$ cat config.mk
export PLATFORM = sky130hd
export DESIGN_NAME = mem_arb
export DESIGN_NICKNAME = d
export VERILOG_FILES = /design/src/rtl/mem_arb.sv
export SDC_FILE = /design/constraint.sdc
export NUM_CORES = 1
export LEC_CHECK = 0
export CORE_MARGIN = 8
export CORE_UTILIZATION = 30
export CTS_CLUSTER_DIAMETER = 150
export DETAILED_ROUTE_END_ITERATION = 10
export PLACE_DENSITY_LB_ADDON = 0.12
export SYNTH_ARGS = -nofsm -noshare
export SYNTH_HDL_FRONTEND = slang
export SYNTH_SLANG_ARGS = --single-unit
export TNS_END_PERCENT = 10
$ cat constraint.sdc
create_clock -name clk -period 2.45 [get_ports clk]
set_clock_uncertainty 0.15 [all_clocks]
set_input_delay 0.3675 -clock clk [delete_from_list [all_inputs] [get_ports clk]]
set_output_delay 0.3675 -clock clk [all_outputs]
set_load 0.005 [all_outputs]
$ cat src/rtl/mem_arb.sv
// Two-requester memory port arbiter (IFU and LSU) with a single outstanding transaction.
// Define MEM_ARB_RR_EN for round-robin tie-breaking; otherwise LSU has fixed priority.
module mem_arb #(
    parameter int XLEN   = 32,
    parameter int STRB_W = XLEN / 8
) (
    input  logic              clk,
    input  logic              rst,
    input  logic              ifu_req_valid,
    output logic              ifu_req_ready,
    input  logic [XLEN-1:0]   ifu_req_addr,
    output logic              ifu_rsp_valid,
    output logic [XLEN-1:0]   ifu_rsp_rdata,
    input  logic              lsu_req_valid,
    output logic              lsu_req_ready,
    input  logic              lsu_req_wen,
    input  logic [XLEN-1:0]   lsu_req_addr,
    input  logic [STRB_W-1:0] lsu_req_wstrb,
    input  logic [XLEN-1:0]   lsu_req_wdata,
    output logic              lsu_rsp_valid,
    output logic [XLEN-1:0]   lsu_rsp_rdata,
    output logic              mem_req_valid,
    input  logic              mem_req_ready,
    output logic              mem_req_wen,
    output logic [XLEN-1:0]   mem_req_addr,
    output logic [STRB_W-1:0] mem_req_wstrb,
    output logic [XLEN-1:0]   mem_req_wdata,
    input  logic              mem_rsp_valid,
    input  logic [XLEN-1:0]   mem_rsp_rdata,
    output logic              arb_owner,
    output logic              arb_busy,
    output logic [1:0]        arb_state
);

    // Handshake: a request transfers on a cycle where valid && ready are both high.
    // Ready is only raised in IDLE for the single winner; mem_req_* holds steady
    // from the cycle after the grant until mem_req_ready, and the response is a
    // one-cycle pulse on the owner's rsp_valid.
    typedef enum logic [1:0] {
        IDLE = 2'd0,
        REQ  = 2'd1,
        WAIT = 2'd2
    } state_t;

    state_t state, state_nxt;
    logic   grant_ifu, grant_lsu;
    logic   rsp_fire;

`ifdef MEM_ARB_RR_EN
    logic last_grant;

    always_ff @(posedge clk) begin
        if (rst) begin
            last_grant <= 1'b1;
        end else if (grant_ifu || grant_lsu) begin
            last_grant <= grant_lsu;
        end
    end
`endif

    always_comb begin
        grant_ifu = 1'b0;
        grant_lsu = 1'b0;
        if (state == IDLE && !rst) begin
            if (ifu_req_valid && lsu_req_valid) begin
`ifdef MEM_ARB_RR_EN
                grant_ifu = last_grant;
                grant_lsu = !last_grant;
`else
                grant_lsu = 1'b1;
`endif
            end else begin
                grant_ifu = ifu_req_valid;
                grant_lsu = lsu_req_valid;
            end
        end
    end

    always_ff @(posedge clk) begin
        if (rst) begin
            state <= IDLE;
        end else begin
            state <= state_nxt;
        end
    end

    always_comb begin
        state_nxt = state;
        case (state)
            IDLE:    if (grant_ifu || grant_lsu) state_nxt = REQ;
            REQ:     if (mem_req_ready)          state_nxt = WAIT;
            WAIT:    if (mem_rsp_valid)          state_nxt = IDLE;
            default: state_nxt = IDLE;
        endcase
    end

    // Read payloads carry zero strobes and data so the bus never sees stale write data.
    always_ff @(posedge clk) begin
        if (rst) begin
            mem_req_wen   <= 1'b0;
            mem_req_addr  <= '0;
            mem_req_wstrb <= '0;
            mem_req_wdata <= '0;
            arb_owner     <= 1'b0;
        end else if (grant_lsu) begin
            mem_req_wen   <= lsu_req_wen;
            mem_req_addr  <= lsu_req_addr;
            mem_req_wstrb <= lsu_req_wen ? lsu_req_wstrb : '0;
            mem_req_wdata <= lsu_req_wen ? lsu_req_wdata : '0;
            arb_owner     <= 1'b1;
        end else if (grant_ifu) begin
            mem_req_wen   <= 1'b0;
            mem_req_addr  <= ifu_req_addr;
            mem_req_wstrb <= '0;
            mem_req_wdata <= '0;
            arb_owner     <= 1'b0;
        end
    end

    // A response coinciding with reset is dropped along with the transaction.
    assign rsp_fire      = (state == WAIT) && mem_rsp_valid && !rst;

    assign ifu_req_ready = grant_ifu;
    assign lsu_req_ready = grant_lsu;
    assign mem_req_valid = (state == REQ);
    assign arb_busy      = (state != IDLE);
    assign arb_state     = state;

    assign ifu_rsp_valid = rsp_fire && !arb_owner;
    assign ifu_rsp_rdata = ifu_rsp_valid ? mem_rsp_rdata : '0;
    assign lsu_rsp_valid = rsp_fire && arb_owner;
    assign lsu_rsp_rdata = (lsu_rsp_valid && !mem_req_wen) ? mem_rsp_rdata : '0;

endmodule

==> reports/metrics.csv <==
stage,metric,value,unit
setup_path,Startpoint Class,flip-flop,
global_routing,initial antenna violation count,6,
hold_path,WHS Endpoint,mem_req_wdata[25],
yosys,sequential fraction of the synthesis area,0.483,
yosys,Synth Instances,324,
global_routing,pin count of the biggest net entering global routing,40,
setup_path,Reg-to-Reg End,mem_req_addr[1],
setup_path,crit path max fanout,8,
pwr,internal power,2120,uW
yosys,Synth Net Count,463,
setup_path,CP max stage delay,430,ps
setup_path,"slowest stage cell, crit path",or3b_4,
floorplan,Initial Utilization,0.307,
sta,minimum clock period,2460,ps
floorplan,I/O pin count,281,
setup_path,cells along the critical path,or3b_4 -> nor3b_4 -> buf_6 -> buf_6 -> buf_6 -> and2_1 -> buf_2,
floorplan,die footprint,13400,um2
outcome,failing checks,negative setup slack,
cells_and_area,most frequent cells in the layout,"clkdlybuf4s50_1, dfxtp_1, and2_1",
pwr,pwr/cell area,480,nW/um2
clock_network,CTS H-Tree Depth,3,
yosys,syn avg cell area,9.22,um2
sta,Worst-Margin Slew,449,ps
yosys,main area contributors after synthesis,"dfxtp_1, and2_1, a22o_1, o22ai_1, a21oi_1",
global_routing,total track usage,0.205,
cells_and_area,"commonest non-fill, non-tap cell in the layout",clkdlybuf4s50_1,
pwr,Reg power frac,0.442,
hold_path,Hold Path Depth,1,
yosys,Yosys Warn Count,0,
sta,max-slew violation count,0,
global_routing,vias in the first global route,3691,
clock_network,hold buffer count at cts,0,
sta,fin crit share,1.00,
clock_network,clk buf depth,2,
detailed_routing,vias per cell,4.76,
clock_network,Skew-Pair Late Insertion Delay,340,ps
detailed_routing,DRT iter0 DRCs,161,
hold_path,hold wc startpoint,mem_req_wdata[25],
sta,final setup TNS,-30.6,ps
pwr,combinational share of power,0.254,
flow_run,max_cap viols,0,
setup_path,Worst EP required,1930,ps
detailed_routing,number of routed nets with antenna violations,0,
sta,fmax,406,MHz
cells_and_area,share of cells above drive strength 1,0.145,
pwr,Pleak,0.00251,uW
sta,final worst setup slack,-12.2,ps
outcome,status,finished with violations,
floorplan,num rows,36,
cells_and_area,final net count,746,
yosys,share of the synthesized area in the top cell type,0.483,
cells_and_area,area grow syn2layout,107,%
global_routing,GR Overflow Total,0,
placement,GP Congestion,0.939,
detailed_routing,drt first pass iters,4,
setup_path,Crit path top cell by count,buf_6,
setup_path,Crit path max-delay family,simple AND/OR/NAND/NOR gates,
placement,I/O Buffers,280,
pwr,total power draw,2970,uW
floorplan,Die H,116,um
yosys,"area leader, netlist",dfxtp_1,
hold_path,Hold Crit Class,reg -> reg,
detailed_routing,total wire length,14600,um
clock_network,Num Clock Sinks,72,
setup_path,Critical Path AT,1940,ps
detailed_routing,DR WL/cell,19.4,um
pwr,Psw,844,uW
setup_path,CP bufs+invs,4,
setup_path,Setup crit end kind,output port,
setup_path,worst r2r src,arb_state[0],
placement,hpwl dp,11400,um
cells_and_area,Final Non-Filler Cells,751,
pwr,share of total power in the clock network,0.304,
yosys,library cells used by synthesis,24,
pwr,Peak VDD IR,0.000269,V
detailed_routing,post-route DRC violation count,0,
global_routing,first-pass GRT wire length,21000,um
yosys,Yosys reg bits,72,
sta,RSZ-0062 raised after global routing,true,
clock_network,Worst-path clk slew,80,ps
cells_and_area,# fillers,907,
clock_network,Root Driver,clkbuf_8,
sta,hold_ws,332,ps
sta,Final setup viols,3,
setup_path,Setup CP Type,reg -> out,
sta,headroom to the max-slew limit,0.701,
pwr,Switching Fraction,0.285,
setup_path,r2r worst-path depth,5,
floorplan,core area,9730,um2
detailed_routing,routed vias,3578,
sta,endpoints failing hold,0,
clock_network,CTS Buf Count,9,
yosys,synthesized area,2990,um2
setup_path,critical path depth in cells,7,
clock_network,CTS tree,done,
placement,Placed Cells,720,
floorplan,Die Span X,116,um
setup_path,Reg2Reg Setup Slack,490,ps
## per-stage QoR
| stage | cell area, um2 | worst slack [ps] | util |
|---|---|---|---|
| after detailed placement | 5950 | -475 | 0.612 |
| after floorplan | 2990 | 468 | - |
| after CTS | 6200 | -42.8 | 0.637 |
| final | 6180 | -12.2 | 0.635 |
| after global routing | 6180 | -83.3 | 0.635 |
| after global placement | 5950 | -437 | 0.612 |
## final cells by class
class / instances / area (um2) / share of cell area
multi-input combinational: 219 / 1430 / 0.231
clock buffer: 9 / 124 / 0.0200
clock inverter: 7 / 65.1 / 0.0105
sequential: 72 / 1440 / 0.233
inverter: 2 / 7.51 / 0.00121
timing repair buffer: 303 / 2940 / 0.475
antenna: 6 / 15.0 / 0.00243
tap: 133 / 166 / 0.0269
## registers in the layout, indices dropped and copies added (netlist names)
signal         count
mem_req_wdata     32
mem_req_addr      32
mem_req_wen        1
mem_req_wstrb      4
arb_state          2
arb_owner          1
## worst reg2reg max path, delay by kind of cell, from the launching register on
kind                   cells  cell delay [ps]
and+or+nand+nor            2              720
DFF                        1              320
AOI/OAI and AO/OA          1              240
buffers and inverters      2              410
## per-layer routing
layer / wire length, um / share of wire / track usage
met1: 5480 / 0.38 / 0.201
met2: 7610 / 0.52 / 0.374
met3: 1200 / 0.083 / 0.0709
met4: 291 / 0.020 / 0.104
met5: 0 / 0 / 0
## power groups by stage
| stage | combinational (uW) | sequential (uW) | clock, uW |
|---|---|---|---|
| floorplan | 229 | 1340 | 0 |
| global placement | 748 | 1330 | 0 |
| detailed placement | 753 | 1340 | 0 |
| CTS | 759 | 1310 | 931 |
| global route | 809 | 1330 | 980 |
| finish | 752 | 1310 | 901 |
## cells in the mapped netlist
cell type and n:
a21o_1 1, a21oi_1 34, a21oi_2 1, a22o_1 36
a22oi_1 1, and2_1 64, buf_2 5, buf_6 3
clkbuf_1 23, dfxtp_1 72, inv_1 2, nand2_1 2
nand2b_1 1, nor2_1 6, nor2b_1 1, nor3_1 32
nor3_2 1, nor3b_2 1, nor3b_4 1, o21ai_0 1
o22ai_1 32, or2_2 1, or3b_1 2, or4b_2 1
## logic make-up (layout without fill, tap and decap cells)
family	count (synthesis)	count (layout)	share of synthesized area
simple gates	113	113	0.227
compound gates	106	106	0.239
flops	72	72	0.483
buf+inv	33	321	0.0511
other cells	0	6	0
## repair_timing
item                                    4_1_cts  5_1_grt
setup buffers                                 7        0
pin swaps                                     3        6
cloned                                        4        0
endpoints found under the setup margin       67       60
resized for setup                           134       71
endpoints found under the hold margin         0        0
## how the worst max path moves through the flow
stage | slack, ps | end | from
after floorplan | 470 | ifu_rsp_rdata[22] | rst
after global placement | -440 | lsu_rsp_rdata[23] | mem_rsp_valid
after detailed placement | -480 | ifu_rsp_rdata[1] | mem_rsp_valid
after CTS | -40 | ifu_rsp_rdata[12] | arb_state[0]
after global routing | -80 | ifu_rsp_rdata[13] | arb_state[0]
final | -10 | ifu_rsp_rdata[13] | arb_state[0]
Power figures use the tool's default switching activity.
